--- src/rtl/morse_pkg.sv ---
// Shared command codes, pending-bit indices and scheduler state encoding
// for the Morse key front-end.
package morse_pkg;

    localparam logic [2:0] CMD_NONE  = 3'd0;
    localparam logic [2:0] CMD_SHORT = 3'd1;
    localparam logic [2:0] CMD_LONG  = 3'd2;
    localparam logic [2:0] CMD_SEND  = 3'd3;
    localparam logic [2:0] CMD_BACK  = 3'd4;
    localparam logic [2:0] CMD_CLEAR = 3'd5;

    localparam int PEND_SHORT = 0;
    localparam int PEND_LONG  = 1;
    localparam int PEND_SEND  = 2;
    localparam int PEND_BACK  = 3;
    localparam int PEND_CLEAR = 4;
    localparam int NUM_KEYS   = 5;

    typedef enum logic {
        IDLE  = 1'b0,
        ISSUE = 1'b1
    } sched_state_t;

    // Fixed priority: CLEAR > BACK > SEND > LONG > SHORT.
    function automatic logic [2:0] pend_to_code(input logic [NUM_KEYS-1:0] pend);
        logic [2:0] code;
        code = CMD_NONE;
        if (pend[PEND_CLEAR])      code = CMD_CLEAR;
        else if (pend[PEND_BACK])  code = CMD_BACK;
        else if (pend[PEND_SEND])  code = CMD_SEND;
        else if (pend[PEND_LONG])  code = CMD_LONG;
        else if (pend[PEND_SHORT]) code = CMD_SHORT;
        return code;
    endfunction

endpackage

--- src/rtl/key_debounce.sv ---
// Single-button debouncer: the level follows raw only after raw has differed
// from it for DB_CYCLES consecutive cycles; press_pulse marks each 0->1 change.
module key_debounce #(
    parameter int DB_CYCLES = 2_000_000
) (
    input  logic clk,
    input  logic enable,
    input  logic raw,
    output logic level,
    output logic press_pulse
);

    localparam int CW = (DB_CYCLES > 1) ? $clog2(DB_CYCLES) : 1;
    localparam logic [CW-1:0] RELOAD = CW'(DB_CYCLES - 1);

    logic [CW-1:0] cnt;

    // Down-counter reloads while raw agrees with level; terminal count flips level.
    always_ff @(posedge clk or negedge enable) begin
        if (!enable) begin
            cnt         <= RELOAD;
            level       <= 1'b0;
            press_pulse <= 1'b0;
        end else begin
            press_pulse <= 1'b0;
            if (raw == level) begin
                cnt <= RELOAD;
            end else if (cnt == '0) begin
                cnt         <= RELOAD;
                level       <= raw;
                press_pulse <= raw;
            end else begin
                cnt <= cnt - 1'b1;
            end
        end
    end

endmodule

--- src/rtl/morse_key_sched.sv ---
// Morse key scheduler: debounced presses become pending requests issued one at
// a time by priority. Optional idle auto-SEND is enabled with macro AUTO_SEND_EN.
//
// state | meaning
// IDLE  | no command offered; latch highest-priority pending code if any
// ISSUE | cmd_valid high with latched code until the decoder accepts it
module morse_key_sched
    import morse_pkg::*;
#(
    parameter int DB_CYCLES        = 2_000_000,
    parameter int AUTO_SEND_CYCLES = 100_000_000,
    parameter int MAX_SYMBOLS      = 5
) (
    input  logic       clk,
    input  logic       enable,
    input  logic       short_key,
    input  logic       long_key,
    input  logic       send,
    input  logic       back_space,
    input  logic       reset,
    input  logic       cmd_ready,
    output logic       cmd_valid,
    output logic [2:0] cmd_code,
    output logic [2:0] sym_cnt,
    output logic [7:0] drop_cnt
);

    logic [NUM_KEYS-1:0] raw_keys;
    logic [NUM_KEYS-1:0] levels;
    logic [NUM_KEYS-1:0] pulses;
    logic [NUM_KEYS-1:0] press;

    assign raw_keys = {reset, back_space, send, long_key, short_key};

    for (genvar k = 0; k < NUM_KEYS; k++) begin : g_db
        key_debounce #(
            .DB_CYCLES(DB_CYCLES)
        ) u_db (
            .clk        (clk),
            .enable     (enable),
            .raw        (raw_keys[k]),
            .level      (levels[k]),
            .press_pulse(pulses[k])
        );
    end

    assign press = pulses & levels;

    sched_state_t        state, state_nxt;
    logic [2:0]          code_q, code_nxt;
    logic [NUM_KEYS-1:0] pend, pend_nxt;
    logic [NUM_KEYS-1:0] grant_clr;
    logic [NUM_KEYS-1:0] auto_set;
    logic [NUM_KEYS-1:0] drops;
    logic [2:0]          sym_nxt;
    logic [8:0]          drop_sum;
    logic [7:0]          drop_nxt;
    logic                handshake;
    logic                auto_fire;

    always_comb begin
        state_nxt = state;
        code_nxt  = code_q;
        cmd_valid = 1'b0;
        cmd_code  = CMD_NONE;
        case (state)
            IDLE: begin
                if (|pend) begin
                    code_nxt  = pend_to_code(pend);
                    state_nxt = ISSUE;
                end
            end
            ISSUE: begin
                cmd_valid = 1'b1;
                cmd_code  = code_q;
                if (cmd_ready) state_nxt = IDLE;
            end
            default: state_nxt = IDLE;
        endcase
    end

    assign handshake = cmd_valid & cmd_ready;

    always_comb begin
        grant_clr = '0;
        sym_nxt   = sym_cnt;
        if (handshake) begin
            case (code_q)
                CMD_SHORT: begin
                    grant_clr[PEND_SHORT] = 1'b1;
                    if (sym_cnt < 3'(MAX_SYMBOLS)) sym_nxt = sym_cnt + 3'd1;
                end
                CMD_LONG: begin
                    grant_clr[PEND_LONG] = 1'b1;
                    if (sym_cnt < 3'(MAX_SYMBOLS)) sym_nxt = sym_cnt + 3'd1;
                end
                CMD_SEND: begin
                    grant_clr[PEND_SEND] = 1'b1;
                    sym_nxt = '0;
                end
                CMD_BACK: begin
                    grant_clr[PEND_BACK] = 1'b1;
                    if (sym_cnt != 3'd0) sym_nxt = sym_cnt - 3'd1;
                end
                CMD_CLEAR: begin
                    grant_clr = '1;
                    sym_nxt   = '0;
                end
                default: ;
            endcase
        end
    end

    // A press racing its own grant re-arms the bit instead of counting as a drop.
    always_comb begin
        auto_set            = '0;
        auto_set[PEND_SEND] = auto_fire;
    end

    assign drops    = press & pend & ~grant_clr;
    assign pend_nxt = (pend & ~grant_clr) | press | auto_set;
    assign drop_sum = 9'(drop_cnt) + 9'($countones(drops));
    assign drop_nxt = drop_sum[8] ? 8'hFF : drop_sum[7:0];

    always_ff @(posedge clk or negedge enable) begin
        if (!enable) begin
            state    <= IDLE;
            code_q   <= CMD_NONE;
            pend     <= '0;
            sym_cnt  <= '0;
            drop_cnt <= '0;
        end else begin
            state    <= state_nxt;
            code_q   <= code_nxt;
            pend     <= pend_nxt;
            sym_cnt  <= sym_nxt;
            drop_cnt <= drop_nxt;
        end
    end

`ifdef AUTO_SEND_EN
    localparam int AW = (AUTO_SEND_CYCLES > 1) ? $clog2(AUTO_SEND_CYCLES) : 1;
    localparam logic [AW-1:0] AUTO_RELOAD = AW'(AUTO_SEND_CYCLES - 1);

    logic [AW-1:0] idle_cnt;
    logic          idle_run;

    assign idle_run  = (state == IDLE) && (pend == '0) && (sym_cnt != 3'd0) &&
                       !handshake && (press == '0);
    assign auto_fire = idle_run && (idle_cnt == '0);

    always_ff @(posedge clk or negedge enable) begin
        if (!enable) begin
            idle_cnt <= AUTO_RELOAD;
        end else if (!idle_run || auto_fire) begin
            idle_cnt <= AUTO_RELOAD;
        end else begin
            idle_cnt <= idle_cnt - 1'b1;
        end
    end
`else
    // Parameter kept so both builds share one interface; this never fires.
    assign auto_fire = (AUTO_SEND_CYCLES < 0);
`endif

endmodule

--- config.mk ---
export PLATFORM = sky130hd
export DESIGN_NAME = morse_key_sched
export DESIGN_NICKNAME = d
export VERILOG_FILES = /design/src/rtl/morse_pkg.sv /design/src/rtl/key_debounce.sv /design/src/rtl/morse_key_sched.sv
export SDC_FILE = /design/constraint.sdc
export NUM_CORES = 1
export LEC_CHECK = 0
export CORE_MARGIN = 3
export CORE_UTILIZATION = 25
export DETAILED_ROUTE_END_ITERATION = 7
export MAX_ROUTING_LAYER = met4
export PLACE_DENSITY = 0.43
export SLEW_MARGIN = 20
export SYNTH_ARGS = -nofsm -noshare
export SYNTH_HDL_FRONTEND = slang
export SYNTH_SLANG_ARGS = --single-unit
--- constraint.sdc ---
create_clock -name clk -period 3.4 [get_ports clk]
set_clock_uncertainty 0.1 [all_clocks]
set_input_delay 0.34 -clock clk [delete_from_list [all_inputs] [get_ports clk]]
set_output_delay 0.34 -clock clk [all_outputs]
set_load 0.05 [all_outputs]
==> results_dict.tcl <==
set metrics [dict create \
    post-route-util_pct 31.0 \
    ys_types 58 \
    max_slew_margin_pct 36.7 \
    criticalPathCategory "primary input to flop" \
    synth-main-ff-cell "dfrtp_1" \
    min_path_type "flop to flop" \
    num_antenna_cells 0 \
    hold_path_end "g_db[2].u_db.cnt[0]" \
    routed_wl_um 14700 \
    cp-start-kind "primary input" \
    max_cap_violations 0 \
    irDropWorstVdd_v 0.000334 \
    power.leakage_nw 3.05 \
    dpl_cell_area_mm2 0.00747 \
    arrival_ps 3480 \
    clk_path_buf_depth 2 \
    core_mm2 0.0264 \
    layout_commonest_cell "nand2_1" \
    grt_pass1_vias 5133 \
    drcViolationCount 0 \
    ios 23 \
    final_cell_mix "nand2_1 (71), dfrtp_1 (69), nor2_1 (68)" \
    htreeDepth 4 \
    grt_overflow 0 \
    cts_num_sinks 135 \
    status "finished, final reports clean" \
    placementRows 59 \
    synth_area_mm2 0.00676 \
    hold_viol_final 0 \
    cts_inserted_buffers 17 \
    antenna_found_initial 0 \
    reg2reg_depth 11 \
    routed-via-count 5006 \
    ys_seq_area_share_pct 51.2 \
    grt_pass1_wl_um 25200 \
    fill_cells 2659 \
    setup_viol 0 \
    die-area_mm2 0.0291 \
    tightestPinTransition_ps 950 \
    final_nets 730 \
    min_period_over_period_pct 96.6 \
    synth-edff-count 0 \
    grt_util_all_layers_pct 11.1 \
    cts_tree "done" \
    hold_path_depth 1 \
    start_util_pct 25.7 \
    crit_path_end_kind "flop" \
    avgSynthCellArea_um2 10.1 \
    ys_ff_latch 135 \
    grt_max_degree 65 \
    drive_gt1_share_pct 19.3 \
    path_clk_slew_ps 60 \
    worst_ep_required_time_ps 3590 \
    area_delta_synth_final_pct 20.8 \
    rrSetupSlack_ps 140 \
    root_buffer "clkbuf_16" \
    reg2reg_to "drop_cnt[7]" \
    die_x_um 170 \
    place.gp.congestion 0.784 \
    viasPerCell 4.74 \
    clock_latency_ps 420 \
    yosysWarnings 0 \
    drtPass1Iterations 5 \
    synth_nets 689 \
    ant_nets 0 \
    fin_crit_ps 3280 \
    preCtsSetupSlack_ps -379 \
    setup_slack_ps 116 \
    min-delay-start "g_db[2].u_db.cnt[0]" \
    path_max_fanout 4 \
    p_per_area_mw_per_mm2 566 \
    holdWs_ps 359 \
    wire_per_inst_um 13.9 \
    io_buffers 22 \
    finalMaxSlewViolations 0 \
    worstReg2RegStart "code_q[1]" \
    synth-async-reset-ratio_pct 100 \
    hpwl_um 10100 \
    fmax_ghz 0.305 \
    postLayoutCellArea_mm2 0.00817 \
    drt_iter0_markers 243 \
    synthCells 668 \
    die_h_um 170 \
]
==> metrics by stage <==
step | instances | setup TNS [ps] | power (W)
after floorplan | 668 | 0 | 0.00234
after global placement | 1022 | -2380 | 0.00264
after detailed placement | 1022 | -2690 | 0.00265
after CTS | 1055 | 0 | 0.00468
after global routing | 1057 | -10.1 | 0.00487
final | 1057 | 0 | 0.00462
==> registers in the layout (all words and copies together) (netlist names) <==
name                   cells
code_q                     3
drop_cnt                   8
pend                       5
state                      1
g_db.u_db.level            5
g_db.u_db.cnt            105
g_db.u_db.press_pulse      5
sym_cnt                    3
==> cells by family (layout without fill, tap and decap cells) <==
| family | count (synthesis) | count (layout) | synth area share [%] |
|---|---|---|---|
| simple gates | 323 | 323 | 25.3 |
| compound gates | 85 | 85 | 8.49 |
| buf+inv | 36 | 90 | 2.05 |
| flops | 135 | 135 | 51.2 |
| fa+ha+maj | 13 | 13 | 2.85 |
| mux | 7 | 7 | 1.20 |
| xor+xnor | 69 | 69 | 8.94 |
==> worst max-delay path, cell delays in order <==
cell             delay (ps)
clkdlybuf4s50_1         490
and2_4                  140
nand2_1                 100
o21ai_1                 180
nor2_1                   90
fa_1                    520
fa_1                    420
ha_2                    220
fa_2                    420
a21oi_4                 190
nand2_1                  70
mux2_1                  290
==> area by class of cell <==
type,instances,area [µm²],share of cell area (%)
clock buffers,20,467,5.71
clock inverters,12,173,2.11
inverters,16,60.1,0.735
multi-input cells,497,3210,39.2
flip-flops and latches,135,3460,42.4
well taps,335,419,5.13
repair buffers,42,387,4.73
==> per-layer routing <==
metal | global-route usage, % | wire, µm | vias to the layer above
met5 | - | 0 | -
met4 | 3.70 | 194 | 0
met3 | 2.88 | 404 | 16
met2 | 16.7 | 6670 | 65
met1 | 14.4 | 7390 | 2442
li1 | - | - | 2483
==> how the worst max path moves through the flow <==
stage,depth (start not counted),slack (ps),end,start
detailed placement,13,-380,drop_cnt[5],cmd_ready
global placement,13,-330,drop_cnt[5],cmd_ready
CTS,12,20,drop_cnt[5],code_q[2]
finish,12,120,drop_cnt[7],cmd_ready
floorplan,11,30,drop_cnt[7],state
global route,13,-10,drop_cnt[6],state
==> synth_stat cells (19+ instances only) <==
cell type / count / share of area (%)
nand2_1: 71 / 3.9
dfrtp_1: 70 / 26
nor2_1: 68 / 3.8
dfstp_2: 65 / 25
xnor2_1: 42 / 5.4
nand3_1: 36 / 2.7
or4_1: 33 / 3.7
xor2_1: 27 / 3.5
nor4_1: 23 / 2.1
o31ai_1: 21 / 2.3
nor3_1: 19 / 1.4
==> what timing repair did <==
action                                 in CTS  in global routing
endpoints found under the hold margin      35                  0
buffers inserted                            0                  2
resized for setup                           0                  5
hold buffers                                1                  0
setup endpoints to repair                   0                  8
==> report_power, final <==
group / internal, W / total [W] / leakage (nW) / switching (W)
combinational: 0.000315 / 0.000808 / 1.10 / 0.000493
clock: 0.00128 / 0.00199 / 0.312 / 0.000711
sequential: 0.00173 / 0.00182 / 1.63 / 0.0000941
No activity file was read; power rests on OpenSTA's default activity.
